--- config.mk ---
export PLATFORM = sky130hd
export DESIGN_NAME = seg_scroll_ctrl
export DESIGN_NICKNAME = d
export VERILOG_FILES = /design/src/rtl/seg_scroll_pkg.sv /design/src/rtl/seg_scroll_ctrl_scan.sv /design/src/rtl/seg_scroll_ctrl.sv
export SDC_FILE = /design/constraint.sdc
export NUM_CORES = 1
export LEC_CHECK = 0
export CAP_MARGIN = 10
export CORE_AREA = 3 3 124 126
export DETAILED_ROUTE_END_ITERATION = 10
export DIE_AREA = 0 0 127 129
export PLACE_DENSITY = 0.76
export SYNTH_ARGS = -nofsm -noshare
export SYNTH_HDL_FRONTEND = slang
export SYNTH_SLANG_ARGS = --single-unit
--- constraint.sdc ---
create_clock -name clk -period 5.8 [get_ports clk]
set_input_delay 0.87 -clock clk [delete_from_list [all_inputs] [get_ports clk]]
set_output_delay 0.87 -clock clk [all_outputs]
set_load 0.01 [all_outputs]
--- src/rtl/seg_scroll_pkg.sv ---
// Shared constants and helpers for the N-digit 7-segment text scroller.
// Holds reset/default timing values and the wrapped position step function.
package seg_scroll_pkg;

    localparam int DEF_N_DIGITS  = 4;
    localparam int DEF_LEN_W     = 8;
    localparam int DEF_LEN_MAX   = 255;
    localparam int DEF_SCAN_DIV  = 32767;
    localparam int DEF_STEP_W    = 26;
    localparam int DEF_STEP_INIT = 24000000;
    localparam int DEF_STEP_MIN  = 524287;
    localparam int DEF_BLINK_DIV = 20000000;
    localparam int LEN_RESET     = 16;

    // One step through a circular buffer of length l; dec=1 steps backwards.
    function automatic logic [31:0] wrap_pos(
        input logic [31:0] p,
        input logic [31:0] l,
        input logic        dec
    );
        logic [31:0] r;
        if (dec) begin
            r = (p == 32'd0) ? l - 32'd1 : p - 32'd1;
        end else begin
            r = (p + 32'd1 >= l) ? 32'd0 : p + 32'd1;
        end
        return r;
    endfunction

endpackage

--- src/rtl/seg_scroll_ctrl_scan.sv ---
// seg_scan_mux: time-multiplexed digit scan for an active-low 7-seg display.
// Ports: clk_i, rst_ni (sync), glyphs_i (8 bits/digit) -> seg_n_o, an_n_o.
module seg_scan_mux
    import seg_scroll_pkg::*;
#(
    parameter int N_DIGITS = DEF_N_DIGITS,
    parameter int SCAN_DIV = DEF_SCAN_DIV
) (
    input  logic                  clk_i,
    input  logic                  rst_ni,
    input  logic [8*N_DIGITS-1:0] glyphs_i,
    output logic [7:0]            seg_n_o,
    output logic [N_DIGITS-1:0]   an_n_o
);

    localparam int CNT_W = $clog2(SCAN_DIV + 1);
    localparam int IDX_W = $clog2(N_DIGITS);

    logic [CNT_W-1:0]    cnt_q, cnt_d;
    logic [IDX_W-1:0]    idx_q, idx_d;
    logic [7:0]          seg_q, seg_d;
    logic [N_DIGITS-1:0] an_q, an_d;
    logic                wrap;

    // Anode and segment registers both follow the next index, so they
    // switch together with no cycle of mismatched glyph.
    always_comb begin
        wrap  = (cnt_q == CNT_W'(SCAN_DIV - 1));
        cnt_d = wrap ? '0 : cnt_q + 1'b1;
        idx_d = idx_q;
        if (wrap) begin
            idx_d = (idx_q == IDX_W'(N_DIGITS - 1)) ? '0 : idx_q + 1'b1;
        end
        an_d  = ~(N_DIGITS'(1) << idx_d);
        seg_d = ~glyphs_i[{idx_d, 3'b000} +: 8];
    end

    always_ff @(posedge clk_i) begin
        if (!rst_ni) begin
            cnt_q <= '0;
            idx_q <= '0;
            seg_q <= 8'hFF;
            an_q  <= '1;
        end else begin
            cnt_q <= cnt_d;
            idx_q <= idx_d;
            seg_q <= seg_d;
            an_q  <= an_d;
        end
    end

    assign seg_n_o = seg_q;
    assign an_n_o  = an_q;

endmodule

--- src/rtl/seg_scroll_ctrl.sv ---
// seg_scroll_ctrl: scroll position/length control plus N-digit 7-seg scan.
// Ports: buttons/levels in, glyphs in; pos/len, seg_n/an_n, LEDs out.
// Optional SCROLL_BOUNCE_EN adds input bounce for ping-pong auto-scroll.
module seg_scroll_ctrl
    import seg_scroll_pkg::*;
#(
    parameter int N_DIGITS  = DEF_N_DIGITS,
    parameter int LEN_W     = DEF_LEN_W,
    parameter int LEN_MAX   = DEF_LEN_MAX,
    parameter int SCAN_DIV  = DEF_SCAN_DIV,
    parameter int STEP_W    = DEF_STEP_W,
    parameter int STEP_INIT = DEF_STEP_INIT,
    parameter int STEP_MIN  = DEF_STEP_MIN,
    parameter int BLINK_DIV = DEF_BLINK_DIV
) (
    input  logic                  clk,
    input  logic                  rst_n,
    input  logic                  pause,
    input  logic                  reverse,
    input  logic                  faster,
    input  logic                  slower,
    input  logic                  longer,
    input  logic                  shorter,
`ifdef SCROLL_BOUNCE_EN
    input  logic                  bounce,
`endif
    input  logic [8*N_DIGITS-1:0] glyphs,
    output logic [LEN_W-1:0]      pos,
    output logic [LEN_W-1:0]      len,
    output logic [7:0]            seg_n,
    output logic [N_DIGITS-1:0]   an_n,
    output logic                  pause_led,
    output logic                  reverse_led
);

    localparam int LEN_RST = (LEN_RESET < N_DIGITS) ? N_DIGITS :
                             (LEN_RESET > LEN_MAX)  ? LEN_MAX  : LEN_RESET;
    localparam int BLK_W   = $clog2(BLINK_DIV + 1);

    localparam logic [LEN_W-1:0]  LEN_HI  = LEN_W'(LEN_MAX);
    localparam logic [LEN_W-1:0]  LEN_LO  = LEN_W'(N_DIGITS);
    localparam logic [STEP_W-1:0] STEP_LO = STEP_W'(STEP_MIN);

    logic [3:0]        btn, prev_q, rise_q, rise_d;
    logic              f_rise, s_rise, l_rise, h_rise;
    logic [LEN_W-1:0]  pos_q, pos_d, pos_c, len_q, len_d;
    logic [STEP_W-1:0] intv_q, intv_d, stepc_q, stepc_d;
    logic [BLK_W-1:0]  blk_q, blk_d;
    logic              blink_q, blink_d;
    logic              tick, step_dec;

    assign btn = {faster, slower, longer, shorter};
    assign {f_rise, s_rise, l_rise, h_rise} = rise_q;
    assign tick = !pause && (stepc_q >= intv_q);

`ifdef SCROLL_BOUNCE_EN
    logic bnc_prev_q, dir_q, dir_d;

    // reverse seeds the direction when bounce rises; afterwards the
    // direction flips at either end of the visible window.
    always_comb begin
        dir_d    = dir_q;
        step_dec = reverse;
        if (bounce && !bnc_prev_q) begin
            dir_d = reverse;
        end
        if (bounce) begin
            step_dec = dir_d;
            if (tick) begin
                if (!dir_d && pos_c >= len_d - LEN_LO) begin
                    step_dec = 1'b1;
                end else if (dir_d && pos_c == '0) begin
                    step_dec = 1'b0;
                end
                dir_d = step_dec;
            end
        end
    end

    always_ff @(posedge clk) begin
        if (!rst_n) begin
            bnc_prev_q <= bounce;
            dir_q      <= 1'b0;
        end else begin
            bnc_prev_q <= bounce;
            dir_q      <= dir_d;
        end
    end
`else
    assign step_dec = reverse;
`endif

    always_comb begin
        rise_d = btn & ~prev_q;

        // Length first; both buttons together cancel.
        len_d = len_q;
        if (l_rise && !h_rise && len_q != LEN_HI) begin
            len_d = len_q + 1'b1;
        end else if (h_rise && !l_rise && len_q != LEN_LO) begin
            len_d = len_q - 1'b1;
        end

        // Keep pos inside the new length before stepping from it.
        pos_c = (len_d <= pos_q) ? len_d - 1'b1 : pos_q;

        pos_d = pos_c;
        if (pause) begin
            if (f_rise && !s_rise) begin
                pos_d = LEN_W'(wrap_pos(32'(pos_c), 32'(len_d), 1'b1));
            end else if (s_rise && !f_rise) begin
                pos_d = LEN_W'(wrap_pos(32'(pos_c), 32'(len_d), 1'b0));
            end
        end else if (tick) begin
            pos_d = LEN_W'(wrap_pos(32'(pos_c), 32'(len_d), step_dec));
        end

        stepc_d = stepc_q;
        if (!pause) begin
            stepc_d = tick ? '0 : stepc_q + 1'b1;
        end

        intv_d = intv_q;
        if (!pause) begin
            if (f_rise) begin
                intv_d = ((intv_q >> 1) < STEP_LO) ? STEP_LO : intv_q >> 1;
            end else if (s_rise && !intv_q[STEP_W-1]) begin
                intv_d = intv_q << 1;
            end
        end

        blk_d   = '0;
        blink_d = 1'b1;
        if (reverse) begin
            blink_d = blink_q;
            if (blk_q == BLK_W'(BLINK_DIV - 1)) begin
                blk_d   = '0;
                blink_d = ~blink_q;
            end else begin
                blk_d = blk_q + 1'b1;
            end
        end
    end

    always_ff @(posedge clk) begin
        if (!rst_n) begin
            prev_q  <= btn;
            rise_q  <= '0;
            pos_q   <= '0;
            len_q   <= LEN_W'(LEN_RST);
            intv_q  <= STEP_W'(STEP_INIT);
            stepc_q <= '0;
            blk_q   <= '0;
            blink_q <= 1'b1;
        end else begin
            prev_q  <= btn;
            rise_q  <= rise_d;
            pos_q   <= pos_d;
            len_q   <= len_d;
            intv_q  <= intv_d;
            stepc_q <= stepc_d;
            blk_q   <= blk_d;
            blink_q <= blink_d;
        end
    end

    seg_scan_mux #(
        .N_DIGITS (N_DIGITS),
        .SCAN_DIV (SCAN_DIV)
    ) u_scan (
        .clk_i    (clk),
        .rst_ni   (rst_n),
        .glyphs_i (glyphs),
        .seg_n_o  (seg_n),
        .an_n_o   (an_n)
    );

    assign pos         = pos_q;
    assign len         = len_q;
    assign pause_led   = pause;
    assign reverse_led = reverse & (pause | blink_q);

endmodule

==> reports/metrics.cfg <==
[cells_and_area]
multiInputGateArea_mm2 = 0.00491
synthToLayoutAreaGrowth_pct = 19.6
final_layout_size_suffix_gt1_share_pct = 8.69
diodes = 0
seq_area_mm2 = 0.00263
nets = 1105
fill_cells = 1222

[global_route]
track_usage_pct = 24.7
busiest_layer = met2
grt_max_degree = 27
met2_usage_pct = 40.9
grt_pass1_vias = 6808
globalRouteOverflowTotal = 0
grt_pass1_wl_um = 33000
use_met3_pct = 4.11
antenna_found_initial = 0
globalRouteMet1Util_pct = 32.1

[sta]
timing.setup.tns_ns = 0
fmax_mhz = 187
tightest_slew_ns = 1.02
fin_ws_ns = 0.449
rsz0062_at_grt = no
fin_skew_ns = 0.00951
finalSetupViolCount = 0
slew_viol_final = 0
max-slew-margin-rel_pct = 31.4
hold_viol_final = 0
post-route-period-util_pct = 92.3
fin_crit_ns = 5.35

[pwr]
p_int_mw = 2.36
p_leak_nw = 3.71
swShare_pct = 37.7
seq_power_share_pct = 26.2
clkPwrFrac_pct = 29.2
power_frac_comb_pct = 44.7
p_per_area_mw_per_mm2 = 401
ir_worst_vdd_mv = 0.239
p_switching_mw = 1.42

[setup_path]
worstPathRequired_ns = 6.16
cp-start-kind = flip-flop
worstSetupEndpointType = flip-flop
critPathKind = reg2reg
arrival_ns = 5.71
worstPathMaxFanout = 11

[yosys]
synth_xor_area_share_pct = 8.83
async_flop_share_pct = 0
netlist_area_mm2 = 0.00790
netlist_top_cells_area = dfxtp_1 33%, ha_1 8.6%, nor2_1 5.6%
synth_fp_nets = 1041
yosysTopAreaCellShare_pct = 33.2
yosysTopAreaCell = dfxtp_1
synth_mux_area_share_pct = 2.74
synth_edf_count = 0
yosysWarningCount = 0
ys_top_cells_by_count = 131 x dfxtp_1, 118 x nor2_1, 73 x nand2_1
synth-compound-area-share_pct = 18.1
synth_top_flop_cell = dfxtp_1
synthSimpleGateAreaFrac_pct = 23.2
ys_types = 76
synth_seq_area_share_pct = 33.2
synth_area_per_cell_um2 = 8.34
synthAdderAreaFrac_pct = 8.56
ys_ff_latch = 131
synthMostInstantiatedCell = dfxtp_1
synth_top_family_by_area = simple AND/OR/NAND/NOR gates
syn_inst = 947

[hold_path]
hold_class = reg2reg

[floorplan]
start_util_pct = 54.7
ioPinCount = 70
rows = 44
die_area_mm2 = 0.0164
die_h_um = 129
coreArea_mm2 = 0.0144
fp.dieW_um = 127

[clocking]
clock_path_buffers = 2
clkTransAtPathRegs_ns = 0.06
cts_root_buffer = clkbuf_16
numCtsBuffers = 17
hold_buffers = 0
clock_latency_ns = 0.42
cts_num_sinks = 131
cts_max_level = 4
cts_tree = yes

[drt]
first_pass_iters = 6
drt-total-wl_um = 20100
ant_nets = 0
drcViolationCount = 0
drt_iter0_markers = 615
wl_per_cell_um = 16.6
post_drt_via_cell_ratio = 5.90
dr_total_vias = 7127

[place]
io_buffer_count = 69
pre_cts_ws_ns = 0.0723
hpwl_um = 14300
place_congestion = 0.926

[run]
maxCapViolations = 0

[status]
status = completed

==> placed cells by master, fill, tap and decap left out, types with 5 or more instances in the layout <==
cell | Yosys | routed
nand3_1 | 44 | 44
o221ai_1 | 20 | 20
nor2_1 | 118 | 118
a211oi_1 | 8 | 7
a21o_1 | 10 | 10
mux2i_1 | 13 | 13
inv_1 | 67 | 67
a22o_1 | 8 | 8
clkbuf_16 | 0 | 17
nor3b_1 | 7 | 6
nand4_1 | 22 | 22
ha_1 | 54 | 53
a221oi_1 | 13 | 13
nand2_1 | 73 | 72
o211ai_1 | 18 | 18
o21ai_0 | 22 | 22
buf_4 | 1 | 17
and3_1 | 17 | 16
a21oi_1 | 37 | 36
and2_1 | 12 | 11
and4_1 | 5 | 5
nand2b_1 | 12 | 12
nor2b_1 | 9 | 9
nor4_1 | 10 | 10
o21a_1 | 6 | 6
xor2_1 | 40 | 40
clkdlybuf4s50_1 | 0 | 69
a311oi_1 | 7 | 6
xnor2_1 | 37 | 36
nor3_1 | 11 | 11
dfxtp_1 | 131 | 127
==> what timing repair did <==
| item | in CTS | in global routing |
|---|---|---|
| gates resized for setup | 0 | 16 |
| setup buffers | 0 | 2 |
| setup endpoints to repair | 0 | 8 |
==> registers in the layout, summed over array words and instances (netlist names) <==
register	flops
blink_q	1
blk_q	25
intv_q	26
len	8
pos	8
prev_q	4
rise_q	4
stepc_q	26
u_scan.an_n_o	4
u_scan.cnt_q	15
u_scan.idx_q	2
u_scan.seg_n_o	8
==> cells by family after synthesis <==
logic type | after synthesis
adder cells (fa/ha/maj) | 54
multiplexers | 20
AND/OR/NAND/NOR | 364
AO/OA/AOI/OAI | 192
XOR/XNOR | 78
buffers and inverters | 108
flip-flops | 131
==> worst max-delay path, stage by stage (launching register included) <==
cell	delay, ns
dfxtp_1	0.58
nand3_1	0.13
nor3_1	0.27
a311oi_1	0.10
a311oi_2	0.42
ha_1	0.32
and4_1	0.19
o31a_1	0.31
nand2_2	0.12
mux2_2	0.41
ha_1	0.36
ha_1	0.29
a21o_1	0.15
a21o_1	0.20
a21oi_1	0.15
nor2b_1	0.05
o21ai_0	0.20
a21oi_2	0.12
a211oi_2	0.29
a221oi_1	0.14
a311oi_1	0.25
o2111a_1	0.22
==> power by group through the flow <==
stage               sequential (mW)  combinational [mW]  clock [mW]
floorplan                      1.00                1.14           0
global placement               1.01                1.61           0
detailed placement             1.01                1.61           0
CTS                           0.988                1.63        1.13
global route                  0.996                1.86        1.17
finish                        0.990                1.69        1.10
==> cell type report <==
class,instances,share of cell area (%)
tap,184,2.44
clock buffer,18,4.55
multi-input combinational,708,52.0
sequential,131,27.8
clock inverter,14,1.88
timing repair buffer,86,8.67
inverter,67,2.66
==> per-layer routing <==
metal / share of wire, % / vias to the layer above / wire (um)
met2: 49 / 218 / 9750
met1: 45 / 3359 / 9060
li1: - / 3512 / -
met4: 2.4 / 0 / 479
met3: 3.9 / 38 / 788
met5: 0 / - / 0
==> worst paths after layout <==
check	from	to	slack [ns]	cells past startpoint
min	prev_q[0]	rise_q[0]	0.39	1
min reg2reg	prev_q[0]	rise_q[0]	0.39	1
max reg2reg	len[6]	pos[3]	0.45	21
max	len[6]	pos[3]	0.45	21
==> metrics by stage <==
step | cell area [um^2] | hold WS [ns] | util (%) | instances | power (mW)
after global routing | 9440 | 0.417 | 65.4 | 1208 | 4.03
after detailed placement | 8760 | 0.381 | 60.7 | 1174 | 2.62
after floorplan | 7900 | 0.373 | - | 947 | 2.14
final | 9440 | 0.390 | 65.4 | 1208 | 3.78
after CTS | 9370 | 0.392 | 64.9 | 1206 | 3.74
after global placement | 8760 | 0.376 | 60.7 | 1174 | 2.61
Note: power is estimated with default switching activity, not from simulation.
